--- src/rtl/instruction_fetch_stage_pkg.sv ---
// Shared definitions for the instruction fetch stage: the NOP encoding and
// the fetch FSM state type.
package instruction_fetch_stage_pkg;

    // All-zero word decodes as all-zero control in the ID stage.
    localparam logic [31:0] NOP_INSTR = 32'h0000_0000;

    // S_FETCH: request outstanding; S_HOLD: word captured during stall;
    // S_DRAIN: waiting for the in-flight word after a redirect.
    typedef enum logic [1:0] {
        S_FETCH = 2'd0,
        S_HOLD  = 2'd1,
        S_DRAIN = 2'd2
    } fetch_state_t;

endpackage

--- src/rtl/instruction_fetch_stage_if_id_reg.sv ---
// IF/ID pipeline register: instruction word, PC+4 and valid flag.
// Reset and flush both load a bubble (NOP, 0, invalid); load captures a real
// instruction; with neither asserted the register holds.
module if_id_reg
    import instruction_fetch_stage_pkg::*;
#(
    parameter int ADDR_W = 32
) (
    input  logic              clk,
    input  logic              reset_n,
    input  logic              load,
    input  logic              flush,
    input  logic [31:0]       next_ir,
    input  logic [ADDR_W-1:0] next_pc4,
    output logic [31:0]       ir,
    output logic [ADDR_W-1:0] pc4,
    output logic              valid
);

    // Bubble on reset or flush, capture on load, otherwise hold.
    always_ff @(posedge clk) begin
        if (!reset_n || flush) begin
            ir    <= NOP_INSTR;
            pc4   <= '0;
            valid <= 1'b0;
        end else if (load) begin
            ir    <= next_ir;
            pc4   <= next_pc4;
            valid <= 1'b1;
        end
    end

endmodule

--- src/rtl/instruction_fetch_stage.sv ---
// Instruction fetch stage with IF/ID register. Owns the PC and the fetch FSM,
// talks to instruction memory over a req/ack handshake, and honours stall and
// taken-branch redirects.
// Build option: define FETCH_DELAY_SLOT_EN to deliver the instruction fetched
// across a taken branch (one delay slot) instead of squashing it.
module instruction_fetch_stage
    import instruction_fetch_stage_pkg::*;
#(
    parameter int                ADDR_W   = 32,
    parameter logic [ADDR_W-1:0] RESET_PC = '0
) (
    input  logic              clk,
    input  logic              reset_n,
    input  logic              stall,
    input  logic              branch_taken,
    input  logic [ADDR_W-1:0] branch_target,
    output logic              imem_req,
    output logic [ADDR_W-1:0] imem_addr,
    input  logic              imem_ack,
    input  logic [31:0]       imem_rdata,
    output logic [31:0]       if_id_ir,
    output logic [ADDR_W-1:0] if_id_pc4,
    output logic              if_id_valid
);

`ifdef FETCH_DELAY_SLOT_EN
    localparam logic DELAY_SLOT = 1'b1;
`else
    localparam logic DELAY_SLOT = 1'b0;
`endif

    fetch_state_t      state, state_nx;
    logic [ADDR_W-1:0] pc, pc_nx;
    logic [ADDR_W-1:0] target, target_nx;
    logic [31:0]       hold_ir, hold_ir_nx;
    logic [ADDR_W-1:0] hold_pc4, hold_pc4_nx;
    logic              run;

    logic              beat;
    logic              redirect;
    logic [ADDR_W-1:0] target_aligned;
    logic [ADDR_W-1:0] pc_plus4;
    logic              ifid_load, ifid_flush;
    logic [31:0]       ifid_ir_nx;
    logic [ADDR_W-1:0] ifid_pc4_nx;

    // Handshake outputs and shared datapath terms.
    always_comb begin
        imem_req       = run && (state != S_HOLD);
        imem_addr      = pc;
        beat           = imem_req && imem_ack;
        redirect       = branch_taken && !stall;
        target_aligned = branch_target & ~ADDR_W'(3);
        pc_plus4       = pc + ADDR_W'(4);
    end

    // Next-state, PC and IF/ID control. While draining, pc keeps the
    // in-flight address so imem_addr stays stable; the redirect target waits
    // in 'target' until the beat lands.
    always_comb begin
        state_nx    = state;
        pc_nx       = pc;
        target_nx   = target;
        hold_ir_nx  = hold_ir;
        hold_pc4_nx = hold_pc4;
        ifid_load   = 1'b0;
        ifid_flush  = 1'b0;
        ifid_ir_nx  = imem_rdata;
        ifid_pc4_nx = pc_plus4;

        case (state)
            S_FETCH: begin
                if (redirect) begin
                    ifid_flush = 1'b1;
                    if (beat || !imem_req) begin
                        pc_nx = target_aligned;
                        if (beat && DELAY_SLOT) begin
                            ifid_flush = 1'b0;
                            ifid_load  = 1'b1;
                        end
                    end else begin
                        target_nx = target_aligned;
                        state_nx  = S_DRAIN;
                    end
                end else if (beat) begin
                    pc_nx = pc_plus4;
                    if (stall) begin
                        hold_ir_nx  = imem_rdata;
                        hold_pc4_nx = pc_plus4;
                        state_nx    = S_HOLD;
                    end else begin
                        ifid_load = 1'b1;
                    end
                end else if (!stall) begin
                    ifid_flush = 1'b1;
                end
            end

            S_HOLD: begin
                if (!stall) begin
                    state_nx    = S_FETCH;
                    ifid_ir_nx  = hold_ir;
                    ifid_pc4_nx = hold_pc4;
                    hold_ir_nx  = '0;
                    hold_pc4_nx = '0;
                    if (redirect) begin
                        pc_nx = target_aligned;
                        if (DELAY_SLOT) ifid_load  = 1'b1;
                        else            ifid_flush = 1'b1;
                    end else begin
                        ifid_load = 1'b1;
                    end
                end
            end

            S_DRAIN: begin
                if (redirect) target_nx = target_aligned;
                if (beat) begin
                    pc_nx    = redirect ? target_aligned : target;
                    state_nx = S_FETCH;
                    if (DELAY_SLOT) begin
                        if (stall) begin
                            hold_ir_nx  = imem_rdata;
                            hold_pc4_nx = pc_plus4;
                            state_nx    = S_HOLD;
                        end else begin
                            ifid_load = 1'b1;
                        end
                    end else if (!stall) begin
                        ifid_flush = 1'b1;
                    end
                end else if (!stall) begin
                    ifid_flush = 1'b1;
                end
            end

            default: state_nx = S_FETCH;
        endcase
    end

    // State, PC, redirect target and hold buffer registers.
    always_ff @(posedge clk) begin
        if (!reset_n) begin
            state    <= S_FETCH;
            pc       <= RESET_PC;
            target   <= RESET_PC;
            hold_ir  <= '0;
            hold_pc4 <= '0;
            run      <= 1'b0;
        end else begin
            state    <= state_nx;
            pc       <= pc_nx;
            target   <= target_nx;
            hold_ir  <= hold_ir_nx;
            hold_pc4 <= hold_pc4_nx;
            run      <= 1'b1;
        end
    end

    if_id_reg #(
        .ADDR_W(ADDR_W)
    ) u_if_id_reg (
        .clk      (clk),
        .reset_n  (reset_n),
        .load     (ifid_load),
        .flush    (ifid_flush),
        .next_ir  (ifid_ir_nx),
        .next_pc4 (ifid_pc4_nx),
        .ir       (if_id_ir),
        .pc4      (if_id_pc4),
        .valid    (if_id_valid)
    );

endmodule

--- config.mk ---
export PLATFORM = sky130hd
export DESIGN_NAME = instruction_fetch_stage
export DESIGN_NICKNAME = d
export VERILOG_FILES = /design/src/rtl/instruction_fetch_stage_pkg.sv /design/src/rtl/instruction_fetch_stage_if_id_reg.sv /design/src/rtl/instruction_fetch_stage.sv
export SDC_FILE = /design/constraint.sdc
export NUM_CORES = 1
export LEC_CHECK = 0
export CAP_MARGIN = 30
export CORE_ASPECT_RATIO = 0.6
export CORE_MARGIN = 1
export CORE_UTILIZATION = 35
export CTS_CLUSTER_SIZE = 10
export DETAILED_ROUTE_END_ITERATION = 10
export DONT_BUFFER_PORTS = 1
export GPL_ROUTABILITY_DRIVEN = 0
export SKIP_LAST_GASP = 1
export SLEW_MARGIN = 10
export SYNTH_ARGS = -nofsm -noshare
export SYNTH_HDL_FRONTEND = slang
export SYNTH_SLANG_ARGS = --single-unit
--- constraint.sdc ---
create_clock -name clk -period 2.2 [get_ports clk]
set_input_delay 0.33 -clock clk [delete_from_list [all_inputs] [get_ports clk]]
set_output_delay 0.33 -clock clk [all_outputs]
set_load 0.005 [all_outputs]
==> results.md, run 1 <==
- Status: completed
- Ranking of synthesized cells by area: dfxtp_1 (42%), nand2_1 (8.5%), nor2_1 (4.8%), a21oi_1 (4.7%), nand3_1 (3.8%)
- Largest net degree at the start of global routing: between 60 and 70
- Area Overhead vs Synth: 20.45%
- Antenna-violating nets left: 0
- Mean Syn Cell Area: approximately 8 µm²
- Global-route wire length before repair: approximately 47,000 µm
- Worst setup SP type: flip-flop
- Detailed Place HPWL: approximately 21,000 µm
- Layout cells sized above 1: approximately an eighth
- Ant. Diodes: 0
- CTS max path bufs: 2
- Synth area leader: dfxtp_1
- Final wirelength: approximately 32,000 µm
- #FFs+latches synth: around 200
- Worst EP required: around 2.6 ns
- Syn_nets: approximately 1,300
- Initial antenna violation count: 0
- IO Pins: around 170
- RSZ-0062 raised after global routing: true
- Final Max Slew Viols: 0
- Gr usage total: between 20 and 25%
- Worst Max-Slew Pin Slew: 0.4709 ns
- CTS clk-pin slew, worst paths: approximately 0.070 ns
- Most frequent cell after synthesis: nand2_1
- H-tree depth: 4
- Worst-Skew Late Latency: about 0.45 ns
- Yosys top cell area share: between 40% and 50%
- Max Cap Viol: 0
- Peak VDD IR: roughly 0.56 mV
- Register area share after synthesis: between 40% and 50%
- Rows: 46
- Die Height: approximately 130 µm
- Min Tclk post-route: 2.128 ns
- CTS tree: built
- Final clock skew: 0.007736 ns
- Post-synth EDFFs: 0
- Initial DRC count: around 770
- WS Path Type: reg2reg
- PortBufs: 0
- Most frequent cells after synthesis: nand2_1 (212), dfxtp_1 (196), nor2_1 (121)
- Die span in x: between 200 and 250 µm
- Number of nets in the layout: roughly 1,300
- Total number of yosys warnings: 0
- CP arrival: around 2.5 ns
- Initial core utilization: a little over a third
- Leakage: about 0.004 µW
- DP Area: about 0.010 mm²
- Die Area: approximately 0.028 mm²
- Pwr dens: 729.1 mW/mm²
- Netlist Area Pre-Place: 0.009404 mm²
- TritonCTS buffer count: 17
- Post-synth ARST share: 0%
- Clk sinks: about 200
- Vias in the first global route: 7,977
- Worst slew margin: between 60% and 70%
- Core footprint: between 0.02 and 0.03 mm²
- Most common flop cell mapped by yosys: dfxtp_1
- Total power: 8259 µW
- CTS root buf: clkbuf_16
- Detailed-route DRC error count: 0
- Synth Instances: around 1,200
- Total number of vias: 9,053
- Routed wire per std cell: 19.96 µm
- Final Cycle Share: 96.73%
- Max Fclk: around 470 MHz
- Critical path peak fanout: 23
- Via/cell ratio: 5.683
- Pre-antenna DRT Iters: 5
- Final Setup Violations: 0
- Hold Path Class: in2reg
- Synth cell types: between 60 and 70
- Final Cell Area: 0.01133 mm²
- Hold Vio Cnt, Final: 0
- Total congestion overflow: 0
- Critical Path End Type: flip-flop
[cells in the final DEF, fill, tap and decap left out, types with 11 or more instances in the layout]
| master | count |
|---|---|
| nand4_1 | 22 |
| dlygate4sd3_1 | 28 |
| nor2_1 | 121 |
| buf_12 | 17 |
| o21ai_0 | 46 |
| clkbuf_16 | 19 |
| nand2_1 | 210 |
| a21oi_1 | 88 |
| a311oi_1 | 35 |
| dfxtp_1 | 196 |
| mux2i_1 | 34 |
| xor2_1 | 14 |
| buf_4 | 75 |
| a31oi_1 | 11 |
| nor3_1 | 19 |
| nand3_1 | 72 |
[metal layers]
layer,up-vias,GRT usage [%],routed length [µm]
met5,-,0,0
met4,0,5.882,345
met3,21,6.371,2923
met2,319,32.07,13400
met1,4392,32.52,15130
li1,4321,-,-
[logic make-up after synthesis]
| group | count (synthesis) | share of synthesized area, % |
|---|---|---|
| AND/OR/NAND/NOR | 502 | 24.55 |
| AO/OA/AOI/OAI | 303 | 21.77 |
| flip-flops | 196 | 41.72 |
| buffers and inverters | 119 | 5.083 |
| multiplexers | 37 | 3.978 |
| XOR/XNOR | 24 | 2.235 |
| adder cells (fa/ha/maj) | 5 | 0.6652 |
[worst max-delay path: stages, from the launching register on]
cell,delay (ns)
dfxtp_1,0.36
inv_1,0.13
ha_2,0.27
a31oi_1,0.16
or3_1,0.38
buf_12,0.18
nor2_1,0.15
buf_4,0.17
o21ai_0,0.08
a31oi_1,0.16
[flip-flops by register name (all words and copies together), names as in the netlist]
register	count
hold_pc4	32
hold_ir	32
u_if_id_reg.valid	1
state	2
run	1
imem_addr	32
target	32
u_if_id_reg.ir	32
u_if_id_reg.pc4	32
[final timing paths]
| check | startpoint | slack, ns | cells after the start | end |
|---|---|---|---|---|
| worst max register to register | state[0]$_SDFFE_PN0P_ | 0.07 | 9 | u_if_id_reg.pc4[21]$_SDFFE_PP0P_ |
| worst max-delay path | state[0]$_SDFFE_PN0P_ | 0.07 | 9 | u_if_id_reg.pc4[21]$_SDFFE_PP0P_ |
| worst min register to register | hold_pc4[13]$_SDFFE_PN0P_ | 0.46 | 2 | hold_pc4[13]$_SDFFE_PN0P_ |
| worst min-delay path | reset_n | 0.02 | 2 | imem_addr[25]$_SDFFE_PN0P_ |
[power by group]
group	switching (µW)	leakage, µW	internal (µW)
Combinational	789	0.00223	530
Sequential	101	0.00159	3660
Clock	1470	0.000269	1710
Total	2360	0.00409	5900
[final cells by class]
type                    instances  area [µm²]
flip-flops and latches        196        3924
clock buffers                  21       450.4
repair buffers                124        1256
clock inverters                11       130.1
inverters                      10       37.54
fillers                      2676       15090
multi-input cells             871        5079
well taps                     360       450.4
[stage by stage]
stage          setup TNS (ns)  setup slack, ns  hold WS (ns)  instances  util, %
5_1_grt               -0.1117         -0.02961      0.007454       1593    42.88
4_1_cts                     0         0.004561     0.0002508       1582    42.33
3_3_place_gp                0          0.09858        0.3668       1522    39.07
2_1_floorplan               0          0.05460        0.3577       1186        -
3_5_place_dp                0          0.04365        0.3671       1522    39.07
6_report                    0          0.07199       0.01896       1593    42.88
[timing repair]
item / CTS / global route
buffers inserted: 0 / 8
hold buffers: 28 / 0
hold endpoints to repair: 30 / 0
resized for setup: 0 / 10
endpoints found under the setup margin: 0 / 101
Note: power is estimated with default switching activity, not from simulation.
==> inputs of run 2 (changes only) <==
--- a/config.mk
+++ b/config.mk
@@ -12,7 +12,6 @@
 export CTS_CLUSTER_SIZE = 10
 export DETAILED_ROUTE_END_ITERATION = 10
 export DONT_BUFFER_PORTS = 1
-export GPL_ROUTABILITY_DRIVEN = 0
 export SKIP_LAST_GASP = 1
 export SLEW_MARGIN = 10
 export SYNTH_ARGS = -nofsm -noshare
==> results of run 2 <==
Final layout, timing and power as in run 1 (identical DEF).
